**src/rtl/timer_pkg.sv**
```systemverilog
// Shared types and constants for the countdown timer slice.
package timer_pkg;

  localparam int unsigned WIDTH_DEFAULT = 8;

  typedef enum logic [1:0] {
    IDLE,
    RUN,
    DONE
  } state_t;

endpackage

```
**src/rtl/zero_flag.sv**
```systemverilog
// All-zero detector: NOR reduction of a WIDTH-bit bus.
module zero_flag #(
  parameter int unsigned WIDTH = 8
) (
  input  logic [WIDTH-1:0] value,
  output logic             zero
);

  assign zero = ~|value;

endmodule

```
**src/rtl/countdown_timer.sv**
```systemverilog
// Loadable down-counter with pause, busy flag and a one-cycle done pulse.
module countdown_timer
  import timer_pkg::*;
#(
  parameter int unsigned WIDTH = WIDTH_DEFAULT
) (
  input  logic             clk,
  input  logic             reset,
  input  logic             start,
  input  logic [WIDTH-1:0] load_val,
  input  logic             pause,
  output logic [WIDTH-1:0] count,
  output logic             busy,
  output logic             done,
  output logic             zero
);

  localparam logic [WIDTH-1:0] ONE = {{(WIDTH-1){1'b0}}, 1'b1};

  state_t           state;
  state_t           state_next;
  logic [WIDTH-1:0] count_next;
  logic             next_zero;

  // The output flag watches the registered count.
  zero_flag #(.WIDTH(WIDTH)) u_zero_count (
    .value (count),
    .zero  (zero)
  );

  // The same detector on the upcoming count decides RUN vs DONE, so a load of 0
  // and the final decrement both land in DONE without a separate compare.
  zero_flag #(.WIDTH(WIDTH)) u_zero_next (
    .value (count_next),
    .zero  (next_zero)
  );

  // Next count: start loads, otherwise decrement in RUN unless paused.
  always_comb begin
    count_next = count;
    if (start) begin
      count_next = load_val;
    end else if (state == RUN && !pause) begin
      count_next = count - ONE;
    end
  end

  // Next state: start has priority over pause and decrement.
  always_comb begin
    state_next = state;
    case (state)
      IDLE, DONE: begin
        if (start) state_next = next_zero ? DONE : RUN;
        else       state_next = IDLE;
      end
      RUN: begin
        if (start || !pause) state_next = next_zero ? DONE : RUN;
      end
      default: state_next = IDLE;
    endcase
  end

  // State, count and registered status flags.
  always_ff @(posedge clk) begin
    if (reset) begin
      state <= IDLE;
      count <= '0;
      busy  <= 1'b0;
      done  <= 1'b0;
    end else begin
      state <= state_next;
      count <= count_next;
      busy  <= (state_next == RUN);
      done  <= (state_next == DONE);
    end
  end

endmodule

```
**config.mk**
```make
export PLATFORM = sky130hd
export DESIGN_NAME = countdown_timer
export DESIGN_NICKNAME = d
export VERILOG_FILES = /design/src/rtl/timer_pkg.sv /design/src/rtl/zero_flag.sv /design/src/rtl/countdown_timer.sv
export SDC_FILE = /design/constraint.sdc
export NUM_CORES = 1
export LEC_CHECK = 0
export CAP_MARGIN = 20
export CORE_ASPECT_RATIO = 0.8
export CORE_UTILIZATION = 44
export CTS_BUF_LIST = sky130_fd_sc_hd__clkbuf_16
export DETAILED_ROUTE_END_ITERATION = 7
export PLACE_DENSITY = 0.81
export SLEW_MARGIN = 15
export SYNTH_ARGS = -nofsm -noshare
export SYNTH_HDL_FRONTEND = slang
export SYNTH_HIERARCHICAL = 1
export SYNTH_SLANG_ARGS = --single-unit
```
**constraint.sdc**
```tcl
create_clock -name clk -period 3.6 [get_ports clk]
set_clock_uncertainty 0.2 [all_clocks]
set_input_delay 0.36 -clock clk [delete_from_list [all_inputs] [get_ports clk]]
set_output_delay 0.36 -clock clk [all_outputs]
set_load 0.1 [all_outputs]
```
* Word-level counts from Yosys, hierarchy flattened
Cells that the tools add are included.
** Storage, ports and cells
- Bits in registers :: 12
- Output and inout port bits :: 11
- Logic and storage cells :: 23
** Operators by class
- $add $sub $neg :: 1
- Equality and inequality tests :: 4
- Multiplexer cells :: 6
- Reduce and logical (&&, ||, !) cells :: 8
** Operators by type and width (number)
- 8-bit two-way mux :: 2
- 8-bit OR reduction :: 2
- 8-bit by 1-bit subtractor with 8-bit output (second input constant) :: 1
- 2-bit two-way mux :: 3
- 2-bit by 1-bit equality test with 1-bit output (second input constant) :: 2
- 2-bit equality test (second input constant) :: 2
- 2-bit one-hot mux with 2 select lines :: 1
- 1-bit zero test :: 2
- 2-bit zero test :: 1
- 2-bit OR reduction :: 1
- 1-bit logical AND :: 1
- 1-bit logical OR :: 1

* Logic depth before layout (Yosys ltp)
- Depth after elaboration :: 9
- Gate-level depth with buffers :: 10
- Mapped depth without buffers :: 10

* By module
The synthesis kept the hierarchy.
** Modules (own cells, without submodules)
- countdown_timer :: instances 1, cells an instance 82, area an instance 686.9 um^2, seq. area each 240.2 um^2
- zero_flag :: instances 2, cells an instance 3, area an instance 18.8 um^2, seq. area each 0.0 um^2

* Worst setup path after synthesis
Ideal clock, no wire load.
- Path type :: reg2reg
- Start :: reg count[0]
- End :: reg done
- Setup time :: 0.114 ns
- Data arrival time :: 2.899 ns
- Path slack :: 0.386 ns
- Cell stages (with the launch flop) :: 10
- Period minus slack after synthesis :: 3.214 ns
- Path through :: dfxtp_1 > inv_1 > ha_1 > nor4b_1 > a211oi_1 > nor3_1 > or4_1 > nor2_1 > inv_1 > a2111oi_0
** Between the ends
- Cells in the longest elaborated chain, start to end :: 8
** Ends and longest elaborated chain
- from (decl) :: RTL line countdown_timer.sv:12 : output logic [WIDTH-1:0] count,
- from (signal assigned) :: RTL line countdown_timer.sv:72 : count <= count_next;
- 8-bit by 1-bit subtractor with 8-bit output * :: RTL line countdown_timer.sv:44 : count_next = count - ONE;
- 8-bit two-way mux * :: RTL line countdown_timer.sv:43 : end else if (state == RUN && !pause) begin
- 8-bit two-way mux * :: RTL line countdown_timer.sv:41 : if (start) begin
- via count_next[6] :: RTL line countdown_timer.sv:22 : logic [WIDTH-1:0] count_next;
- 8-bit OR reduction * :: RTL line zero_flag.sv:9 : assign zero = ~|value;
- 2-bit two-way mux * :: RTL line countdown_timer.sv:53, countdown_timer.sv:57
- 2-bit two-way mux (on tied branches) :: RTL line countdown_timer.sv:57, countdown_timer.sv:53
- 2-bit one-hot mux with 2 select lines * :: RTL line countdown_timer.sv:51 : case (state)
- 2-bit equality test * :: RTL line countdown_timer.sv:74 : done <= (state_next == DONE);
- to (signal assigned) :: RTL line countdown_timer.sv:74
- to (decl) :: RTL line countdown_timer.sv:14 : output logic done,
The timed path passes the listed nets; every way through them passes the cells marked *.
A chain may end at the register's enable or synchronous reset.

* Worst setup path after layout
- Start :: in pause
- End :: reg done
** Between the ends
- Cells in the longest elaborated chain, start to end :: 9
** Ends and longest elaborated chain
- from (decl) :: RTL line countdown_timer.sv:11 : input logic pause,
- 1-bit zero test * :: RTL line countdown_timer.sv:43
- 1-bit logical AND * :: RTL line countdown_timer.sv:43
- 8-bit two-way mux * :: RTL line countdown_timer.sv:43
- 8-bit two-way mux * :: RTL line countdown_timer.sv:41
- via count_next[7] :: RTL line countdown_timer.sv:22
- 8-bit OR reduction * :: RTL line zero_flag.sv:9
- 2-bit two-way mux * :: RTL line countdown_timer.sv:53, countdown_timer.sv:57
- 2-bit two-way mux (on tied branches) :: RTL line countdown_timer.sv:57, countdown_timer.sv:53
- 2-bit one-hot mux with 2 select lines * :: RTL line countdown_timer.sv:51
- 2-bit equality test * :: RTL line countdown_timer.sv:74
Marked as above.

==> flow_summary_export.csv <==
group,metric,value,unit
run_status,status,"completed",
clocking,h-tree-depth,1,
worst_setup_path,critical-path-slowest-cell,"or4_1",
die,start_util,0.497,
routing,dr.pass1.iters,4,
clocking,cts_tree,"yes",
die,die-height,38.3,µm
synth,synth_top_area_frac,0.332,
layout,fin_cells,130,
timing,fin_ws,360,ps
clocking,clk_latency,240,ps
timing,setup_viol,0,
layout,drive_above_1_share,0.0826,
worst_setup_path,crit_path_start_kind,"primary input",
layout,post-route-util,0.705,
worst_setup_path,r2r_cells,7,
worst_setup_path,path_cells,"clkdlybuf4s50_1, or4_1, o31ai_1, nand3_1, or4_1, nor2_1, inv_1, a2111oi_0",
synth,syn_nets,101,
synth,netlist_top_cells_area,"dfxtp_1 33%, or4_1 7.3%, a211oi_1 5.2%",
worst_setup_path,crit_type,"in -> reg",
clocking,numCtsBuffers,3,
timing,fin_setup_tns,0,ps
layout,regArea,240,µm²
synth,yosysMostFrequentCell,"dfxtp_1",
timing,period_minus_slack,3240,ps
clocking,clk_pin_slew,40,ps
routing,remaining_drc_errors,0,
clocking,cts_buffer_depth,2,
global_routing,grt.total_usage,0.237,
placed_design,io_buffers,22,
synth,synth_area_leader_cell,"dfxtp_1",
placed_design,dpl.cell_count,126,
synth,seq_area_frac_synth,0.332,
timing,fin_crit_sh,0.900,
power,power.density,500,nW/µm²
global_routing,grt_pass1_wl,2.91,mm
routing,drt-initial-drc-count,25,
synth,synth.top_cells.by_count,"12 x dfxtp_1, 9 x nor2_1, 7 x or4_1",
routing,num_vias,763,
die,rows,12,
die,pin_count,23,
global_routing,grt.overflow.total,0,
hold_path,hold_path_class,"reg -> reg",
placed_design,gp_congestion,0.849,
placed_design,hpwlAfterDp,1.27,mm
timing,max_slew_margin,0.351,
routing,postRouteAntennaNets,0,
synth,synth_top_family_by_area,"simple AND/OR/NAND/NOR gates",
worst_setup_path,r2r_end,"done",
synth,synth_xor_area_frac,0.0242,
routing,routedWlPerCell,13.9,µm
worst_setup_path,slowest_delay,640,ps
clocking,post_cts_buffers,0,
global_routing,antenna_found_initial,0,
routing,wl,1.81,mm
global_routing,first_global_vias,691,
clocking,cts_root_buffer,"clkbuf_16",
worst_setup_path,timing.reg2reg.setup_slack,570,ps
timing,worstMarginPinSlew,971,ps
hold_path,min_from,"state[1]",
synth,ys.flop_type,"dfxtp_1",
clocking,cts_resized,0,
synth,synthSimpleGateAreaFrac,0.364,
layout,fill_cells,127,
synth,synth_area,724,µm²
timing,hold_viol,0,
timing,holdWs,444,ps
timing,drv_slew,0,
placed_design,dpl_worst_slack,132,ps
routing,vias_per_cell,5.87,
die,coreArea,1460,µm²
worst_setup_path,critPathCaptureType,"flip-flop",
synth,synthMuxAreaShare,0.0138,
worst_setup_path,worstPathMaxFanout,7,
timing,rsz0062_at_grt,"no",
worst_setup_path,arrival,3130,ps
synth,synth.ff_latch_count,12,
clocking,cts-hold-fix-buffers,0,
die,fp.dieArea,1810,µm²
synth,async_flop_share,0,
timing,fmax,0.309,GHz
layout,antenna_cells,0,
worst_setup_path,r2r-start,"state[0]",
global_routing,grt_max_degree,16,
synth,syn_area_per_cell,8.23,µm²
clocking,numClockSinks,12,
synth,synth_edf_count,0,
power,p_leak,0.374,nW
layout,final_nets,123,
layout,synthToLayoutAreaGrowth,41.8,%
power,vdd_ir_drop_max,0.376,mV
synth,syn-instance-count,88,
synth,synth_warnings,6,
synth,yosys.cell_types.count,30,
synth,synthAdderAreaFrac,0.0173,
synth,synth_compound_area_frac,0.195,
layout,multiInputGateArea,445,µm²
worst_setup_path,cp.required,3490,ps
worst_setup_path,crit_top_cell,"or4_1",
hold_path,min_path_cells,1,
die,die_x,47.4,µm
job,drv_cap,0,
hold_path,holdPathEnd,"state[1]",
final cells by class:
cell class | count | share of cell area
multi-input cells | 66 | 0.434
flip-flops and latches | 12 | 0.234
repair buffers | 22 | 0.212
clock buffers | 3 | 0.0731
well taps | 21 | 0.0256
inverters | 5 | 0.0183
clock inverters | 1 | 0.00365
power by group:
group / switching, mW / internal (mW)
registers: 0.0117 / 0.143
clock network: 0.0584 / 0.146
logic: 0.105 / 0.0500
per-layer routing:
layer / global-route usage / up-vias / wire [µm]
li1: - / 378 / -
met1: 0.287 / 345 / 864
met2: 0.380 / 36 / 779
met3: 0.0896 / 4 / 150
met4: 0.0786 / 0 / 17
met5: 0 / - / 0
stage by stage:
stage	cell area [µm²]	power (mW)
2_1_floorplan	724	0.269
3_3_place_gp	948	0.309
3_5_place_dp	948	0.309
4_1_cts	1030	0.515
5_1_grt	1030	0.532
6_report	1030	0.514
placed cells by master, fill, tap and decap left out, types with 2 or more instances in the layout:
| master | count |
|---|---|
| clkdlybuf4s50_1 | 21 |
| dfxtp_1 | 12 |
| nor2_1 | 9 |
| or4_1 | 7 |
| a21oi_1 | 6 |
| inv_1 | 5 |
| a211oi_1 | 5 |
| nor2b_1 | 5 |
| nor4b_1 | 4 |
| nor3_1 | 3 |
| clkbuf_16 | 3 |
| and4_1 | 2 |
| or2_2 | 2 |
| o31ai_1 | 2 |
| a31oi_1 | 2 |
| a22oi_1 | 2 |
| xnor2_1 | 2 |
| a2111oi_0 | 2 |
| nor4_1 | 2 |
worst max-delay path, delay by kind of cell:
kind,cells,cell delay (ps)
AND/OR/NAND/NOR,4,1430
AO/OA/AOI/OAI,2,770
buffers and inverters,2,560
registers in the layout, indices dropped and copies added, names as in the netlist:
name,cells
done,1
busy,1
count,8
state,2
cell families (layout without fill, tap and decap cells):
kind of cell / after synthesis / in the layout
fa+ha+maj: 1 / 1
simple gates: 41 / 41
compound gates: 21 / 21
xor+xnor: 2 / 2
buf+inv: 10 / 31
flops: 12 / 12
mux: 1 / 1
worst max-delay path by stage:
stage             start  endpoint  slack, ps  cells after the start
6_report          pause      done        360                      8
3_5_place_dp      pause      done        130                      8
5_1_grt           pause      done        170                      8
2_1_floorplan  count[0]      done        390                      9
4_1_cts           pause      done        370                      8
3_3_place_gp      pause      done        180                      8
(Power assumes the default switching activity.)
